==> src/rtl/mac_sequencer.sv <==
// Length-programmable run controller for the MAC datapath: clear, issue N reads, drain, then DONE/ACK.
// Build option: define MAC_SEQUENCER_ABORT_EN to add the ABORT_IN job-cancel input.
module mac_sequencer #(
    parameter int ADDR_W = 4,
    parameter int RD_LAT = 1
) (
    input  logic              CLK,
    input  logic              RESET_IN,
    input  logic              START_IN,
    input  logic [ADDR_W:0]   LEN_IN,
    input  logic              ACK_IN,
`ifdef MAC_SEQUENCER_ABORT_EN
    input  logic              ABORT_IN,
`endif
    output logic [ADDR_W-1:0] ADDR_OUT,
    output logic              ACC_CLR_OUT,
    output logic              ACC_EN_OUT,
    output logic              BUSY_OUT,
    output logic              DONE_OUT
);

    typedef enum logic [2:0] {
        S_IDLE,
        S_CLEAR,
        S_RUN,
        S_DRAIN,
        S_DONE
    } state_t;

    localparam logic [ADDR_W:0] LEN_MAX    = {1'b1, {ADDR_W{1'b0}}};
    localparam logic [1:0]      DRAIN_LAST = (RD_LAT > 0) ? 2'(RD_LAT - 1) : 2'd0;

    state_t            state;
    logic [ADDR_W:0]   len_q;
    logic [ADDR_W-1:0] addr_q;
    logic [1:0]        drain_cnt;
    logic              issue_q;
    logic              clr_q;
    logic              busy_q;
    logic              done_q;
    logic              last_issue;
    logic              abort_req;
    logic              abort_hit;

`ifdef MAC_SEQUENCER_ABORT_EN
    assign abort_req = ABORT_IN;
`else
    assign abort_req = 1'b0;
`endif

    assign abort_hit  = abort_req && (state == S_CLEAR || state == S_RUN || state == S_DRAIN);
    assign last_issue = ({1'b0, addr_q} == (len_q - 1'b1));

    // Control FSM; every output is a register updated alongside the state.
    always_ff @(posedge CLK or negedge RESET_IN) begin
        if (!RESET_IN) begin
            state     <= S_IDLE;
            len_q     <= '0;
            addr_q    <= '0;
            drain_cnt <= '0;
            issue_q   <= 1'b0;
            clr_q     <= 1'b0;
            busy_q    <= 1'b0;
            done_q    <= 1'b0;
        end else if (abort_hit) begin
            state   <= S_IDLE;
            addr_q  <= '0;
            issue_q <= 1'b0;
            clr_q   <= 1'b0;
            busy_q  <= 1'b0;
            done_q  <= 1'b0;
        end else begin
            case (state)
                S_IDLE: begin
                    if (START_IN) begin
                        len_q  <= (LEN_IN > LEN_MAX) ? LEN_MAX : LEN_IN;
                        addr_q <= '0;
                        clr_q  <= 1'b1;
                        busy_q <= 1'b1;
                        state  <= S_CLEAR;
                    end
                end
                S_CLEAR: begin
                    clr_q <= 1'b0;
                    if (len_q != '0) begin
                        issue_q <= 1'b1;
                        state   <= S_RUN;
                    end else begin
                        done_q <= 1'b1;
                        state  <= S_DONE;
                    end
                end
                S_RUN: begin
                    if (last_issue) begin
                        // Address holds on the last entry until the job is handed back.
                        issue_q <= 1'b0;
                        if (RD_LAT > 0) begin
                            drain_cnt <= DRAIN_LAST;
                            state     <= S_DRAIN;
                        end else begin
                            done_q <= 1'b1;
                            state  <= S_DONE;
                        end
                    end else begin
                        addr_q <= addr_q + 1'b1;
                    end
                end
                S_DRAIN: begin
                    if (drain_cnt == 2'd0) begin
                        done_q <= 1'b1;
                        state  <= S_DONE;
                    end else begin
                        drain_cnt <= drain_cnt - 2'd1;
                    end
                end
                S_DONE: begin
                    if (ACK_IN) begin
                        addr_q <= '0;
                        done_q <= 1'b0;
                        busy_q <= 1'b0;
                        state  <= S_IDLE;
                    end
                end
                default: begin
                    state   <= S_IDLE;
                    addr_q  <= '0;
                    issue_q <= 1'b0;
                    clr_q   <= 1'b0;
                    busy_q  <= 1'b0;
                    done_q  <= 1'b0;
                end
            endcase
        end
    end

    // Enable chain: delays each issue strobe by the memory read latency.
    generate
        if (RD_LAT == 0) begin : g_no_lat
            assign ACC_EN_OUT = issue_q;
        end else begin : g_lat
            logic [RD_LAT-1:0] en_chain;

            always_ff @(posedge CLK or negedge RESET_IN) begin
                if (!RESET_IN) begin
                    en_chain <= '0;
                end else if (abort_hit) begin
                    en_chain <= '0;
                end else begin
                    en_chain[0] <= issue_q;
                    for (int k = 1; k < RD_LAT; k++) begin
                        en_chain[k] <= en_chain[k-1];
                    end
                end
            end

            assign ACC_EN_OUT = en_chain[RD_LAT-1];
        end
    endgenerate

    assign ADDR_OUT    = addr_q;
    assign ACC_CLR_OUT = clr_q;
    assign BUSY_OUT    = busy_q;
    assign DONE_OUT    = done_q;

endmodule

==> config.mk <==
export PLATFORM = sky130hd
export DESIGN_NAME = mac_sequencer
export DESIGN_NICKNAME = d
export VERILOG_FILES = /design/src/rtl/mac_sequencer.sv
export SDC_FILE = /design/constraint.sdc
export NUM_CORES = 1
export LEC_CHECK = 0
export ABC_AREA = 1
export BUFFER_PORTS_ARGS = -buffer_cell sky130_fd_sc_hd__buf_2
export CAP_MARGIN = 40
export CELL_PAD_IN_SITES_DETAIL_PLACEMENT = 0
export CELL_PAD_IN_SITES_GLOBAL_PLACEMENT = 2
export CORE_MARGIN = 2
export CORE_UTILIZATION = 30
export CTS_CLUSTER_DIAMETER = 60
export CTS_CLUSTER_SIZE = 14
export DETAILED_ROUTE_END_ITERATION = 16
export PLACE_DENSITY = 0.74
export SKIP_CTS_REPAIR_TIMING = 1
export SLEW_MARGIN = 20
export SYNTH_ARGS = -nofsm -noshare
export SYNTH_HDL_FRONTEND = slang
export SYNTH_SLANG_ARGS = --single-unit
==> constraint.sdc <==
create_clock -name CLK -period 2.3 [get_ports CLK]
set_input_delay 0.46 -clock CLK [delete_from_list [all_inputs] [get_ports CLK]]
set_output_delay 0.46 -clock CLK [all_outputs]
set_load 0.005 [all_outputs]
==> summary.md <==
The run finished with clean final reports. The number of failing setup endpoints in the final timing report is 0. The family with the most delay on the worst path was simple AND/OR/NAND/NOR gates.

The highest clock frequency the design can meet was 580 MHz. The starting density of the core came out at 0.318. The logs give 198 for the final-stage net count and 166 for the post-synthesis cell count. The tools report the beginning of the worst register-to-register path as len_q[0]. The hold violation total from the final report came out at 0. Summing every instance area after synthesis gives 0.00119 mm2. In this run the static leakage power is 0.780 nW. The count of synthesis-stage warnings from yosys is 0. Most numerous cell on the critical path: nand2_1.

The number of buffers and inverters on the critical path is 2. In this design, the stage delay of the slowest critical-path cell is 0.40 ns. In this run the worst setup path terminates at issue_q.

The required time at the worst-slack endpoint is 2.45 ns, and the share of the cycle needed by the critical path after routing is 0.749. The clock passes through at most 2 buffers. The final route contains 1,029 vias. The min-delay analysis places its worst path in the category input pin to async pin. The number of global-route vias before repair is 1,008. Walking the worst path, the cells encountered are inv_2 -> ha_1 -> nand2_1 -> inv_1 -> nor2_1 -> nand3_1 -> nor2_1 -> nand2_1 -> nand2_1 -> nand2_1 -> nand2_1 -> nand2_1. The first detailed-routing pass took 4 iterations. The worst path in the final design needs a cycle of 1.72 ns, including I/O delays and setup. The number of buffer cells added on primary ports is 16. The die span in y is 67.0 um.

STA classifies the critical path endpoint as a register. Power spread over the standard cell area amounts to 1160 mW/mm2. In this run the worst setup path begins at len_q[0]. IR analysis of the VDD net gives a maximum drop of 0.460 mV.

The logs give 229 for the number of placed cells counting well taps and 0 ns for the accumulated negative setup slack. The detail route stage leaves a number of antenna-violating nets equal to 0. The detailed router's first-iteration violation count came out at 55. The worst-path maximum fanout was 5; the setup slack of the most critical reg-to-reg path was 0.58 ns.

The mean routed wirelength per cell was 10.8 um; the final instance count without filler cells was 233. The antenna diode count is 0, and the number of clock sinks is 19. The cell sitting at the root of the clock tree is a clkbuf_8.

The run gives 22 as the placement row count. Setup repair after global routing left no endpoint under its margin. The mean post-synth cell area is 7.17 um2, and the width of the die is 67.0 um. TritonCTS built the clock tree. Part of the Yosys area used for sequential elements: 0.400. The startpoint type of the worst setup path was a register. The most common library cell in the layout ignoring fill and taps was nand2_1.

The logs give 0.00449 mm2 for the overall die area and 0 for the initial antenna violation count. The count of boundary I/O pins was 17; the growth of design area from synthesis to finish was 14.6%. At the pin with the least slew margin, the transition time is 0.454 ns.

The cell type of the slowest stage on the worst timing path is dfrtp_1. The top cell types in the final layout, fill and taps aside, are 54 x nand2_1, 24 x inv_1, 19 x dfrtp_1. The cell depth of the worst setup path works out to 12. The endpoint identified for the worst register-to-register timing path is issue_q. After clock tree synthesis, the clock-pin slew on the worst setup and hold paths is 0.07 ns. The critical path in this run is classified as register to register. The data arrival time of the critical path is 1.87 ns.

The floorplan step defined a core boundary enclosing 0.00374 mm2. For this run, design rule violations remaining after detail routing come to 0. The tools report the aggregate global routing overflow as 0. The run gives 0.134 as the overall routing resource usage. The total nets after synthesis was 178. For the worst flop-to-flop path, the logic depth is 12. The fraction of layout cells with a size suffix above 1 was 0.205; the total half-perimeter wirelength after legalization and detailed placement was 2050 um. The worst slew margin relative to its limit was 0.697; the reported max-cap violation count was 0. Clock latency on the worst-skew pair, taken at its later pin, is 0.25 ns. Clock tree synthesis inserted a total of 3 buffers.

Routability-driven placement finished with a final weighted congestion of 0.774. The clock skew after layout was 0.00225 ns; the synthesized flop and latch total was 19. The via density per instance works out to 4.42. The logs give 26 for the post-synthesis cell type count and 20 for the pin count of the biggest net entering global routing. The tools report the H-tree depth as 1. The max-slew violation count is 0. The wire length of the first global-routing pass is 4510 um.

The tools report the final routed wirelength across all metal layers as 2510 um.
## sequential cells by signal, indices dropped and copies added, names as in the netlist
name         flops
state            3
BUSY_OUT         1
DONE_OUT         1
ACC_CLR_OUT      1
len_q            5
ADDR_OUT         4
drain_cnt        2
ACC_EN_OUT       1
issue_q          1
## cell usage after synthesis
| cell | count | area (um2) |
|---|---|---|
| nand2_1 | 54 | 203 |
| inv_1 | 24 | 90.1 |
| dfrtp_1 | 19 | 475 |
| nand3_1 | 15 | 75.1 |
| nor2_1 | 14 | 52.6 |
| inv_2 | 5 | 18.8 |
| nor2_2 | 4 | 25.0 |
| o21ai_0 | 4 | 20.0 |
| ha_1 | 3 | 37.5 |
| nand2_2 | 3 | 18.8 |
| a21oi_1 | 2 | 10.0 |
| nor3_1 | 2 | 10.0 |
| o21ai_2 | 2 | 17.5 |
| o22ai_1 | 2 | 12.5 |
| xor2_1 | 2 | 17.5 |
| a31oi_1 | 1 | 6.26 |
| buf_6 | 1 | 11.3 |
| inv_4 | 1 | 6.26 |
| nand2_4 | 1 | 11.3 |
| nor2_4 | 1 | 11.3 |
| nor2_8 | 1 | 20.0 |
| nor3b_2 | 1 | 12.5 |
| nor4_1 | 1 | 6.26 |
| o211a_1 | 1 | 10.0 |
| o21ai_1 | 1 | 5.00 |
| or2_1 | 1 | 6.26 |
## kinds of logic (layout without fill, tap and decap cells)
logic type,count (synthesis),after routing,share of synthesized area
and+or+nand+nor,98,98,0.380
AOI/OAI and AO/OA,13,13,0.0684
xor gates and xnor gates,2,2,0.0147
DFF,19,19,0.400
adders and majority gates,3,3,0.0315
buffers and inverters,31,50,0.106
## worst min-delay path by stage
stage	cells after the start	slack, ns	from	end
CTS	1	0.16	RESET_IN	len_q[0]
global placement	0	0.36	issue_q	ACC_EN_OUT
detailed placement	0	0.36	issue_q	ACC_EN_OUT
floorplan	0	0.16	RESET_IN	ACC_CLR_OUT
global route	1	0.17	RESET_IN	len_q[0]
finish	1	0.15	RESET_IN	ADDR_OUT[1]
## layer usage
| layer | up-vias | share of wire | wire [um] | global-route usage |
|---|---|---|---|---|
| met4 | 0 | 0.0092 | 23 | 0.0383 |
| li1 | 551 | - | - | - |
| met2 | 19 | 0.46 | 1160 | 0.223 |
| met5 | - | 0 | 0 | 0 |
| met1 | 455 | 0.49 | 1230 | 0.179 |
| met3 | 4 | 0.039 | 99 | 0.0220 |
## final cells by class
class | count | area [um2]
Fill cell | 420 | 2380
Tap cell | 48 | 60.1
Inverter | 30 | 115
Timing Repair Buffer | 16 | 80.1
Clock buffer | 4 | 45.0
Sequential cell | 19 | 475
Multi-Input combinational cell | 116 | 588
## metrics by stage
stage / utilization / power (mW) / setup slack, ns / hold WS [ns] / cell area (um2)
after global placement: 0.352 / 1.38 / 0.559 / 0.358 / 1320
after floorplan: - / 1.16 / 0.794 / 0.164 / 1190
after CTS: 0.364 / 1.62 / 0.535 / 0.161 / 1360
final: 0.364 / 1.59 / 0.576 / 0.145 / 1360
after global routing: 0.364 / 1.77 / 0.296 / 0.173 / 1360
after detailed placement: 0.352 / 1.38 / 0.554 / 0.363 / 1320
## where the power goes
group	internal, mW	leakage, nW	switching (mW)
combinational	0.307	0.511	0.507
sequential	0.446	0.246	0.0956
clock	0.123	0.0228	0.110
No activity file was read; power rests on OpenSTA's default activity.
